**config.mk**
```make
export PLATFORM = sky130hd
export DESIGN_NAME = or_chain_sequencer
export DESIGN_NICKNAME = d
export VERILOG_FILES = /design/src/rtl/or_seq_pkg.sv /design/src/rtl/or_chain_sequencer_or_step.sv /design/src/rtl/or_chain_sequencer.sv
export SDC_FILE = /design/constraint.sdc
export NUM_CORES = 1
export LEC_CHECK = 0
export CORE_MARGIN = 1
export CORE_UTILIZATION = 35
export DETAILED_ROUTE_END_ITERATION = 8
export PLACE_DENSITY = 0.55
export SLEW_MARGIN = 20
export SYNTH_ARGS = -nofsm -noshare
export SYNTH_HDL_FRONTEND = slang
export SYNTH_SLANG_ARGS = --single-unit
```
**constraint.sdc**
```tcl
create_clock -name clk -period 3.41 [get_ports clk]
set_input_delay 0.341 -clock clk [delete_from_list [all_inputs] [get_ports clk]]
set_output_delay 0.341 -clock clk [all_outputs]
set_load 0.005 [all_outputs]
```
**src/rtl/or_seq_pkg.sv**
```systemverilog
// Shared definitions for the sequenced OR-reduction controller:
// FSM state encoding and the index-width helper.
package or_seq_pkg;

  typedef enum logic [1:0] {
    ST_IDLE = 2'd0,
    ST_RUN  = 2'd1,
    ST_DONE = 2'd2
  } state_t;

  // Width of a counter that addresses bit positions 0..n-1 (never below 1).
  function automatic int calc_idx_w(input int n);
    return (n <= 1) ? 1 : $clog2(n);
  endfunction

endpackage

```
**src/rtl/or_chain_sequencer_or_step.sv**
```systemverilog
// Single 2-input OR cell, time-multiplexed across all bit positions by
// the sequencer.
module or_step (
  input  logic acc_in,
  input  logic bit_in,
  output logic acc_out
);

  assign acc_out = acc_in | bit_in;

endmodule

```
**src/rtl/or_chain_sequencer.sv**
```systemverilog
// Sequenced OR-reduction controller: accepts an N-bit operand over a
// valid/ready handshake and walks it through one shared OR cell, one bit
// per clock, producing the running prefix ORs and the final reduction.
// Optional build macro OR_SEQ_EARLY_EXIT_EN: finish as soon as the running
// OR becomes 1, filling the remaining prefix bits with 1.
module or_chain_sequencer
  import or_seq_pkg::*;
#(
  parameter int N = 4
) (
  input  logic         clk,
  input  logic         rst,
  input  logic         in_valid,
  output logic         in_ready,
  input  logic [N-1:0] in_data,
  output logic         out_valid,
  input  logic         out_ready,
  output logic         out_result,
  output logic [N-1:0] out_prefix,
  output logic         busy
);

  localparam int IDX_W = calc_idx_w(N);
  localparam logic [IDX_W-1:0] LAST_IDX  = IDX_W'(N - 1);
  localparam logic [IDX_W-1:0] FIRST_IDX = IDX_W'((N > 1) ? 1 : 0);

`ifdef OR_SEQ_EARLY_EXIT_EN
  localparam bit EARLY_EXIT = 1'b1;
`else
  localparam bit EARLY_EXIT = 1'b0;
`endif

  state_t           r_state;
  logic [N-1:0]     r_data;
  logic [N-1:0]     r_prefix;
  logic [IDX_W-1:0] r_idx;
  logic             r_acc;
  logic             r_in_ready;
  logic             r_out_valid;
  logic             r_busy;

  logic             w_acc_in;
  logic             w_bit_in;
  logic             w_acc_next;
  logic             w_run_exit;
  logic [N-1:0]     w_hi_mask;

  // Steer the shared OR cell: operand bit 0 with a cleared accumulator on
  // the accept edge, otherwise the accumulator with the current indexed bit.
  always_comb begin
    w_acc_in = 1'b0;
    w_bit_in = in_data[0];
    if (r_state == ST_RUN) begin
      w_acc_in = r_acc;
      w_bit_in = r_data[r_idx];
    end
  end

  // Mask of unprocessed positions (current index and above) for early exit,
  // plus the decision to leave RUN on this edge.
  always_comb begin
    w_hi_mask = '0;
    for (int i = 0; i < N; i++) begin
      w_hi_mask[i] = (i >= int'(r_idx));
    end
    w_run_exit = (r_idx == LAST_IDX) || (EARLY_EXIT && w_acc_next);
  end

  or_step u_or_step (
    .acc_in  (w_acc_in),
    .bit_in  (w_bit_in),
    .acc_out (w_acc_next)
  );

  // Control FSM, index counter and datapath registers with registered outputs.
  always_ff @(posedge clk or posedge rst) begin
    if (rst) begin
      r_state     <= ST_IDLE;
      r_data      <= '0;
      r_prefix    <= '0;
      r_idx       <= '0;
      r_acc       <= 1'b0;
      r_in_ready  <= 1'b1;
      r_out_valid <= 1'b0;
      r_busy      <= 1'b0;
    end else begin
      case (r_state)
        ST_IDLE: begin
          if (in_valid && r_in_ready) begin
            r_data      <= in_data;
            r_acc       <= w_acc_next;
            r_prefix    <= '0;
            r_prefix[0] <= w_acc_next;
            if (EARLY_EXIT && w_acc_next) r_prefix <= '1;
            r_idx       <= FIRST_IDX;
            r_in_ready  <= 1'b0;
            r_busy      <= 1'b1;
            if ((N == 1) || (EARLY_EXIT && w_acc_next)) begin
              r_state     <= ST_DONE;
              r_out_valid <= 1'b1;
            end else begin
              r_state     <= ST_RUN;
            end
          end
        end
        ST_RUN: begin
          r_acc           <= w_acc_next;
          r_prefix[r_idx] <= w_acc_next;
          if (EARLY_EXIT && w_acc_next) r_prefix <= r_prefix | w_hi_mask;
          if (w_run_exit) begin
            r_state     <= ST_DONE;
            r_out_valid <= 1'b1;
          end else begin
            r_idx <= r_idx + 1'b1;
          end
        end
        ST_DONE: begin
          if (out_ready) begin
            r_state     <= ST_IDLE;
            r_out_valid <= 1'b0;
            r_in_ready  <= 1'b1;
            r_busy      <= 1'b0;
          end
        end
        default: r_state <= ST_IDLE;
      endcase
    end
  end

  assign in_ready   = r_in_ready;
  assign out_valid  = r_out_valid;
  assign out_result = r_acc;
  assign out_prefix = r_prefix;
  assign busy       = r_busy;

endmodule

```
* Word-level counts from Yosys, hierarchy flattened
Cells that the tools add are included.
Storage, ports and cells: flip-flop bits (word level) 16, output and inout port bits 8
Cells by class: add/sub/neg operators 1, $lt $le $gt $ge 2, equal/unequal tests 7, mux-type cells 25, bitwise logic cells 1, reductions and logical operators 12
Operators with widths (number):
- AND reduction 3 bit | 4
- 2-to-1 mux 1 bit | 10
- 2-to-1 mux 2 bit | 4
- inequality test 2 bit, second input constant | 4
- one-hot mux 1 bit (2 select lines) | 4
- one-hot mux 4 bit (2 select lines) | 1
- one-hot mux 2 bit (3 select lines) | 1
- nonzero test 2 bit | 3
- bitwise mux 4 bit | 1
- == test 2 bit, second input constant | 2
- 2-to-1 mux 4 bit | 1
- one-hot mux 2 bit (2 select lines) | 1
- AND reduction 2 bit | 2
- less-than comparator 2 x 3 -> 1 bit, second input constant | 1
- adder 2 x 1 -> 2 bit, second input constant | 1
- binary-select mux 1 bit (select 2 bit) | 1
- demux 1 bit (select 2 bit) | 1
- == test 2 x 1 -> 1 bit, second input constant | 1
- greater-or-equal comparator 2 x 1 -> 1 bit, second input constant | 1
- logical AND 1 bit | 2
- zero test 2 bit | 1
- bitwise OR 1 bit | 1

* Longest topological paths before layout
Gate-level depths: netlist of run 1.
depth in word-level cells 6, mapped depth 5

* By module
From an unflattened synthesis of run 1, not the netlist that was laid out.
Second synthesis, totals: cells, all modules 66, area total of the unflattened synthesis 804.5 µm²
By module, submodules not included:
- or_chain_sequencer | times used 1, cells each 65, area each 798.3 µm², sequential area each 401.6 µm²
- or_step | times used 1, cells each 1, area each 6.3 µm², sequential area each 0.0 µm²

* Worst setup path before layout of run 1
No wires, ideal clock.
path type reg-to-reg, from register r_idx[0], to register r_idx[0], setup time 73 ps, arrival 1110 ps, path slack 2227 ps, cell stages (with the launch flop) 5, buffers on the path 0, period minus slack after synthesis 1183 ps, cell sequence dfrtp_1 ha_1 nor3b_2 nor3_2 a21oi_2
On the way: word-level cells in the longest chain between the ends 3
RTL lines:
- start: declaration | line or_chain_sequencer.sv:36 | logic [IDX_W-1:0] r_idx;
- start signal: assignment | line or_chain_sequencer.sv:114 | r_idx <= r_idx + 1'b1;
- adder 2 x 1 -> 2 bit / == test 2 bit (equally long branches) | line or_chain_sequencer.sv:114, or_chain_sequencer.sv:66
- 2-to-1 mux 2 bit / inequality test 2 bit (equally long branches)
- one-hot mux 2 bit (2 select lines) / AND reduction 3 bit (equally long branches)
Parallel ways exist; a longest one is shown, timed or not. The select of a mux whose other input is x is not followed. A chain may end at the register's enable or synchronous reset.

* Worst setup path after layout of run 1
from register r_in_ready, in the netlist in_ready, to output in_ready
RTL lines:
- start: declaration | line or_chain_sequencer.sv:38 | logic r_in_ready;
- start signal: assignment | line or_chain_sequencer.sv:83 | r_in_ready <= 1'b1;
- start signal: assignment | line or_chain_sequencer.sv:96 | r_in_ready <= 1'b0;
- start signal: assignment | line or_chain_sequencer.sv:121 | r_in_ready <= 1'b1;
- end: declaration | line or_chain_sequencer.sv:14 | output logic in_ready,
No word-level cell between the ends.

==> results of run 1 <==
-- area by class of cell --
class / instances / area, um2
Multi-Input combinational cell: 55 / 373
Timing Repair Buffer: 15 / 150
Fill cell: 225 / 1190
Sequential cell: 16 / 402
Tap cell: 28 / 35.0
Clock buffer: 4 / 36.3
Inverter: 6 / 22.5
-- power by group through the flow --
stage	Sequential (mW)	Combinational, mW	Clock (mW)
global placement	0.193	0.0137	0
finish	0.190	0.0135	0.121
floorplan	0.193	0.00380	0
global route	0.190	0.0153	0.135
detailed placement	0.193	0.0138	0
CTS	0.190	0.0139	0.126
-- per-layer routing --
metal,track usage (%),up-vias,part of all wire (%)
met2,20.4,6,46
li1,-,309,-
met3,1.82,2,2.1
met1,17.1,284,51
met4,5.56,0,0.73
met5,0,-,0
-- metrics by stage --
stage	instances	hold WS (ns)	util (%)
2_1_floorplan	80	0.254	-
3_3_place_gp	120	0.460	44.4
3_5_place_dp	120	0.468	44.4
4_1_cts	124	0.447	46.0
5_1_grt	124	0.504	46.0
6_report	124	0.431	46.0
-- placed cells by master, fill, tap and decap left out, types with 3 or more instances in the layout --
cell and instances:
dfrtp_1 15, nand2_1 14, clkbuf_4 3, nand3b_1 4, ha_1 4, inv_1 6, nand3_1 4, clkdlybuf4s50_1 15
o21ai_1 5
-- logic make-up after synthesis --
group	Yosys count	share of synthesized area, %
AND/OR/NAND/NOR	34	24.5
AO/OA/AOI/OAI	15	12.3
buffers and inverters	9	5.64
multiplexers	2	2.44
flip-flops	16	48.9
adder cells (fa/ha/maj)	4	6.10
-- state kept, by name (all words and copies together) (netlist names) --
signal / flops
out_prefix: 4
r_idx: 2
r_data: 4
out_valid: 1
out_result: 1
busy: 1
in_ready: 1
r_state: 2
-- worst min-delay path by stage --
stage,startpoint,end
after floorplan,rst,busy
after global placement,busy,busy
after detailed placement,r_data[3],r_data[3]
after CTS,rst,r_state[1]
after global routing,busy,busy
final,rst,out_prefix[2]
==> results.yml, run 1 <==
synth:
  avgSynthCellArea_um2: 10.3
  synth.top_cell.area_share_pct: 45.7
  synth_commonest_cells: "dfrtp_1, nand2_1, inv_1"
  ys_seq_area_share_pct: 48.9
  synthesis.area_um2: 821
  synth_area_leader_cell: "dfrtp_1"
  ys_ff_latch: 16
  yosys-top-cells-area: "dfrtp_1, nand2_1, ha_1"
  yosysWarnings: 0
  synth_cells: 80
  synth_edf_count: 0
  ys_types: 30
  async_reset_ff_share_pct: 100
  synth_fp_nets: 92
  ys.flop_type: "dfrtp_1"
  synth_most_common_cell: "dfrtp_1"
drt:
  vias: 601
  post_drt_wl_per_cell_um: 11.0
  drt_iter0_markers: 2
  drt_first_pass_iters: 2
  drc: 0
  routed_wl_mm: 1.36
  ant_nets: 0
  viasPerCell: 4.85
power:
  swShare_pct: 19.3
  p_int_uw: 262
  power_switching_uw: 62.6
  p_clk_share_pct: 37.4
  leakage_nw: 0.489
  p_comb_share_pct: 4.2
  seq_power_share_pct: 58.4
  power.total_uw: 325
  ir_drop_uv: 168
  p_per_area_nw_per_um2: 319
critical_path:
  cp-startpoint: "in_ready"
  cp_slowest_stage_delay_ns: 0.57
  crit_type: "reg -> out"
  worst-path-stages: 1
  crit_chain: "clkdlybuf4s50_1"
  worstSetupStartpointType: "flip-flop"
  required_ns: 3.07
  regToRegStartpoint: "r_state[0]"
  ff2ff_path_depth: 3
  cp_data_arrival_time_ns: 1.34
  cp-end-kind: "output port"
  cp_top_family: "flip-flops"
  path_buf_inv: 1
  cp-endpoint: "in_ready"
  slowest_stage: "dfstp_2"
  rr_endpoint: "out_prefix[0]"
  rrSetupSlack_ns: 1.92
  crit_fanout: 5
grt:
  grt_first_pass_wirelength_mm: 2.44
  grt_pass1_vias: 558
  gr-total-overflow: 0
  grt_usage_pct: 12.8
  grt_max_degree: 17
  grt_antenna_before_repair: 0
flow_run:
  drv_cap: 0
timing:
  rsz0062_at_grt: "false"
  fmax_ghz: 0.596
  max_slew_margin_pct: 60.8
  clock_skew_ns: 0.00157
  worst_slack_ns: 1.73
  final_hold_viol_count: 0
  slew_viol_final: 0
  finalSetupTns_ns: 0
  setup_violations: 0
  period_share_pct: 49.2
  period_minus_slack_ns: 1.68
  worst_slew_pin_slew_ns: 0.587
floorplanning:
  start_util_pct: 37.1
  rows: 17
  die-area_um2: 2540
  core_area_um2: 2210
  die_h_um: 50.4
  io_pins: 16
  die_x_um: 50.4
clock_tree:
  post_cts_buffers: 0
  clk_latency_ns: 0.27
  cts_max_path_buffers: 2
  postCtsHoldBufs: 0
  cts_tree: "built"
  root_buffer: "clkbuf_4"
  cts-resized-gates: 0
  htreeDepth: 1
  cts_sinks: 16
  numCtsBuffers: 3
  path_clk_slew_ns: 0.09
layout:
  area_delta_synth_final_pct: 24.1
  nets: 109
  postLayoutCellArea_um2: 1020
  layout-drive-gt1-share_pct: 11.5
  n_antenna_cell: 0
placed_design:
  hpwl_mm: 1.04
  place_congestion: 0.706
  io_buffers: 15
  place_ws_ns: 1.65
  postPlaceCellArea_um2: 982
run_status:
  status: "finished clean"
hold_path:
  min_path_type: "in -> async"
Note: power is estimated with default switching activity, not from simulation.
==> inputs of run 2 (changes only) <==
==> constraint.sdc (replaced) <==
create_clock -name clk -period 1.6 [get_ports clk]
set_input_delay 0.16 -clock clk [delete_from_list [all_inputs] [get_ports clk]]
set_output_delay 0.16 -clock clk [all_outputs]
set_load 0.005 [all_outputs]
==> results.yml, run 2 (synthesized netlist as in run 1, its figures left out) <==
run_status:
  status: "finished clean"
timing:
  final_hold_viol_count: 0
  period_minus_slack_ns: 1.52
  period_share_pct: 95.3
  max_slew_margin_pct: 80.6
  setup_violations: 0
  finalSetupTns_ns: 0
  fmax_ghz: 0.656
  clock_skew_ns: 0.00871
  rsz0062_at_grt: "false"
  worst_slew_pin_slew_ns: 0.290
  holdWs_ns: 0.163
  slew_viol_final: 0
  worst_slack_ns: 0.0751
critical_path:
  rr_endpoint: "r_idx[0]"
  rrSetupSlack_ns: 0.28
  cp_data_arrival_time_ns: 1.36
  path_buf_inv: 1
  ff2ff_path_depth: 4
  crit_chain: "clkdlybuf4s50_1"
  regToRegStartpoint: "r_idx[0]"
  crit_type: "reg -> out"
  worstSetupStartpointType: "flip-flop"
  worst-path-stages: 1
  cp-end-kind: "output port"
  cp-startpoint: "in_ready"
  cp_slowest_stage_delay_ns: 0.58
  required_ns: 1.44
  cp_top_family: "flip-flops"
  cp-endpoint: "in_ready"
  slowest_stage: "dfstp_2"
  crit_fanout: 5
drt:
  top_layer: "met4"
  wl_met3_um: 28
  routed_wl_mm: 1.44
  vias: 603
  drt_first_pass_iters: 4
  drt_iter0_markers: 13
  post_drt_wl_per_cell_um: 11.3
  viasPerCell: 4.71
  ant_nets: 0
  route.met2.wl_um: 649
  drc: 0
  drt-met1-wl_um: 734
clock_tree:
  cts_sinks: 16
  post_cts_buffers: 0
  cts-resized-gates: 0
  path_clk_slew_ns: 0.10
  cts_max_path_buffers: 2
  postCtsHoldBufs: 0
  htreeDepth: 1
  root_buffer: "clkbuf_4"
  numCtsBuffers: 3
  clk_latency_ns: 0.29
  cts_tree: "built"
layout:
  layout_common_cells: "dfrtp_1, clkdlybuf4s50_1, nand2_1, inv_1, o21ai_1"
  nets: 113
  postLayoutCellArea_um2: 1050
  stdcell_count: 128
  layout-drive-gt1-share_pct: 15.0
  final_core_util_pct: 47.4
  n_antenna_cell: 0
  area_delta_synth_final_pct: 27.7
  n_fill_cell: 204
grt:
  grt_usage_pct: 14.3
  grt_first_pass_wirelength_mm: 2.62
  gr-total-overflow: 0
  grt_antenna_before_repair: 0
  grt_max_degree: 17
  grt_pass1_vias: 574
power:
  power.total_uw: 701
  p_per_area_nw_per_um2: 668
  ir_drop_uv: 370
  leakage_nw: 0.509
placed_design:
  postPlaceCellArea_um2: 1010
  hpwl_mm: 1.10
  place_ws_ns: 0.220
  dp.cells: 124
  io_buffers: 15
  place_congestion: 0.687
flow_run:
  drv_cap: 0
floorplanning:
  die_x_um: 50.4
  rows: 17
  start_util_pct: 37.1
  die-area_um2: 2540
  io_pins: 16
  die_h_um: 50.4
  core_area_um2: 2210
hold_path:
  min_path_type: "in -> async"
==> run 2: power by group <==
part,switching [mW],total (mW),internal [mW]
combinational,0.0128,0.0305,0.0178
clock,0.128,0.266,0.139
sequential,0,0.404,0.404
==> run 2: worst min path at each step <==
stage               startpoint             to  slack [ns]
floorplan                  rst           busy        0.07
detailed placement   r_data[1]      r_data[1]        0.46
CTS                        rst  out_prefix[1]        0.17
global placement          busy           busy        0.46
global route               rst  out_prefix[1]        0.22
finish                     rst     r_state[1]        0.16
==> run 2: area by class of cell <==
cell class	instances	area [um2]	share of cell area (%)
sequential	16	402	38.3
multi-input combinational	55	373	35.6
tap	28	35.0	3.34
timing repair buffer	19	180	17.2
inverter	6	22.5	2.15
clock buffer	4	36.3	3.46
==> run 2: metal layers <==
layer | GRT usage [%] | up-vias
met2 | 22.7 | 8
met3 | 1.82 | 4
met1 | 17.9 | 275
li1 | - | 316
met5 | 0 | -
met4 | 9.72 | 0
==> inputs of run 3 (changes only) <==
--- a/config.mk
+++ b/config.mk
@@ -6,9 +6,9 @@
 export NUM_CORES = 1
 export LEC_CHECK = 0
 export CORE_MARGIN = 1
-export CORE_UTILIZATION = 35
+export CORE_UTILIZATION = 49
 export DETAILED_ROUTE_END_ITERATION = 8
-export PLACE_DENSITY = 0.55
+export PLACE_DENSITY = 0.73
 export SLEW_MARGIN = 20
 export SYNTH_ARGS = -nofsm -noshare
 export SYNTH_HDL_FRONTEND = slang
==> results.yml, run 3 (synthesized netlist as in run 1, its figures left out) <==
critical_path:
  crit_type: "reg -> out"
  cp-startpoint: "in_ready"
  worstSetupStartpointType: "flip-flop"
  regToRegStartpoint: "r_idx[0]"
  crit_chain: "clkdlybuf4s50_1"
  path_buf_inv: 1
  rr_endpoint: "r_idx[1]"
  cp_data_arrival_time_ns: 1.35
  required_ns: 1.44
  cp_top_family: "flip-flops"
  ff2ff_path_depth: 4
  slowest_stage: "dfstp_2"
  rrSetupSlack_ns: 0.22
  crit_fanout: 5
  cp-end-kind: "output port"
  cp_slowest_stage_delay_ns: 0.57
floorplanning:
  start_util_pct: 53.2
  die_h_um: 42.9
  die-area_um2: 1840
  core_area_um2: 1540
  rows: 14
  io_pins: 16
  die_x_um: 42.9
layout:
  postLayoutCellArea_um2: 1030
  nets: 112
  n_antenna_cell: 0
  layout_common_cells: "dfrtp_1, clkdlybuf4s50_1, nand2_1, inv_1, o21ai_1"
  layout-drive-gt1-share_pct: 14.1
  area_delta_synth_final_pct: 25.0
grt:
  grt_antenna_before_repair: 0
  gr-total-overflow: 0
  grt-busiest-layer: "met2"
  grtUsageMet2_pct: 30.9
  use_met1_pct: 24.2
  use_met3_pct: 6.81
  grt_usage_pct: 19.7
  grt_first_pass_wirelength_mm: 2.66
  grt_max_degree: 17
  grt_pass1_vias: 632
drt:
  ant_nets: 0
  viasPerCell: 5.53
  post_drt_wl_per_cell_um: 13.1
  vias: 636
  routed_wl_mm: 1.51
  drt_first_pass_iters: 4
  drc: 0
  drt_iter0_markers: 12
clock_tree:
  cts_sinks: 16
  postCtsHoldBufs: 0
  numCtsBuffers: 3
  cts-resized-gates: 0
  root_buffer: "clkbuf_4"
  htreeDepth: 1
  path_clk_slew_ns: 0.10
  cts_max_path_buffers: 2
  clk_latency_ns: 0.28
  cts_tree: "built"
  post_cts_buffers: 0
timing:
  max_slew_margin_pct: 59.7
  period_minus_slack_ns: 1.51
  slew_viol_final: 0
  worst_slew_pin_slew_ns: 0.603
  final_hold_viol_count: 0
  finalSetupTns_ns: 0
  rsz0062_at_grt: "false"
  period_share_pct: 94.5
  clock_skew_ns: 0.00676
  setup_violations: 0
  fmax_ghz: 0.661
power:
  p_per_area_nw_per_um2: 681
  leakage_nw: 0.504
  ir_drop_uv: 419
  power.total_uw: 699
placed_design:
  place_congestion: 0.789
  hpwl_mm: 1.14
  io_buffers: 15
  postPlaceCellArea_um2: 990
flow_run:
  drv_cap: 0
run_status:
  status: "finished clean"
hold_path:
  min_path_type: "in -> async"
## run 3: changes by cell type in the layout (fill, tap and decap cells not counted)
cell   previous run  this run
buf_4             4         3
## run 3: layout make-up
| type | instances | area (um2) |
|---|---|---|
| multi-input combinational | 55 | 373 |
| inverter | 6 | 22.5 |
| fill | 131 | 515 |
| clock buffer | 4 | 36.3 |
| tap | 16 | 20.0 |
| timing repair buffer | 18 | 173 |
| sequential | 16 | 402 |
## run 3: per-layer routing
layer	wire length (um)	part of all wire [%]	up-vias
met1	735	49	309
met5	0	0	-
met3	47	3.1	2
met4	10	0.66	0
met2	716	47	12
li1	-	-	313
## run 3: per-stage QoR
stage	hold slack (ns)	instances	util [%]	worst slack (ns)
after global routing	0.266	115	66.6	0.0239
after CTS	0.246	115	66.6	0.0765
after global placement	0.460	111	64.2	0.264
after floorplan	0.0730	80	-	0.417
after detailed placement	0.466	111	64.2	0.235
final	0.231	115	66.6	0.0875
## run 3: power breakdown
part / switching, mW / internal [mW]
clock network: 0.128 / 0.138
logic: 0.0124 / 0.0161
registers: 0 / 0.404
total: 0.140 / 0.559
## run 3: worst max-delay path by stage
stage	slack, ns	depth (start not counted)	end
after floorplan	0.42	4	r_idx[0]
after global placement	0.26	5	out_result
after detailed placement	0.23	5	out_result
after CTS	0.08	1	in_ready
after global routing	0.02	1	in_ready
final	0.09	1	in_ready
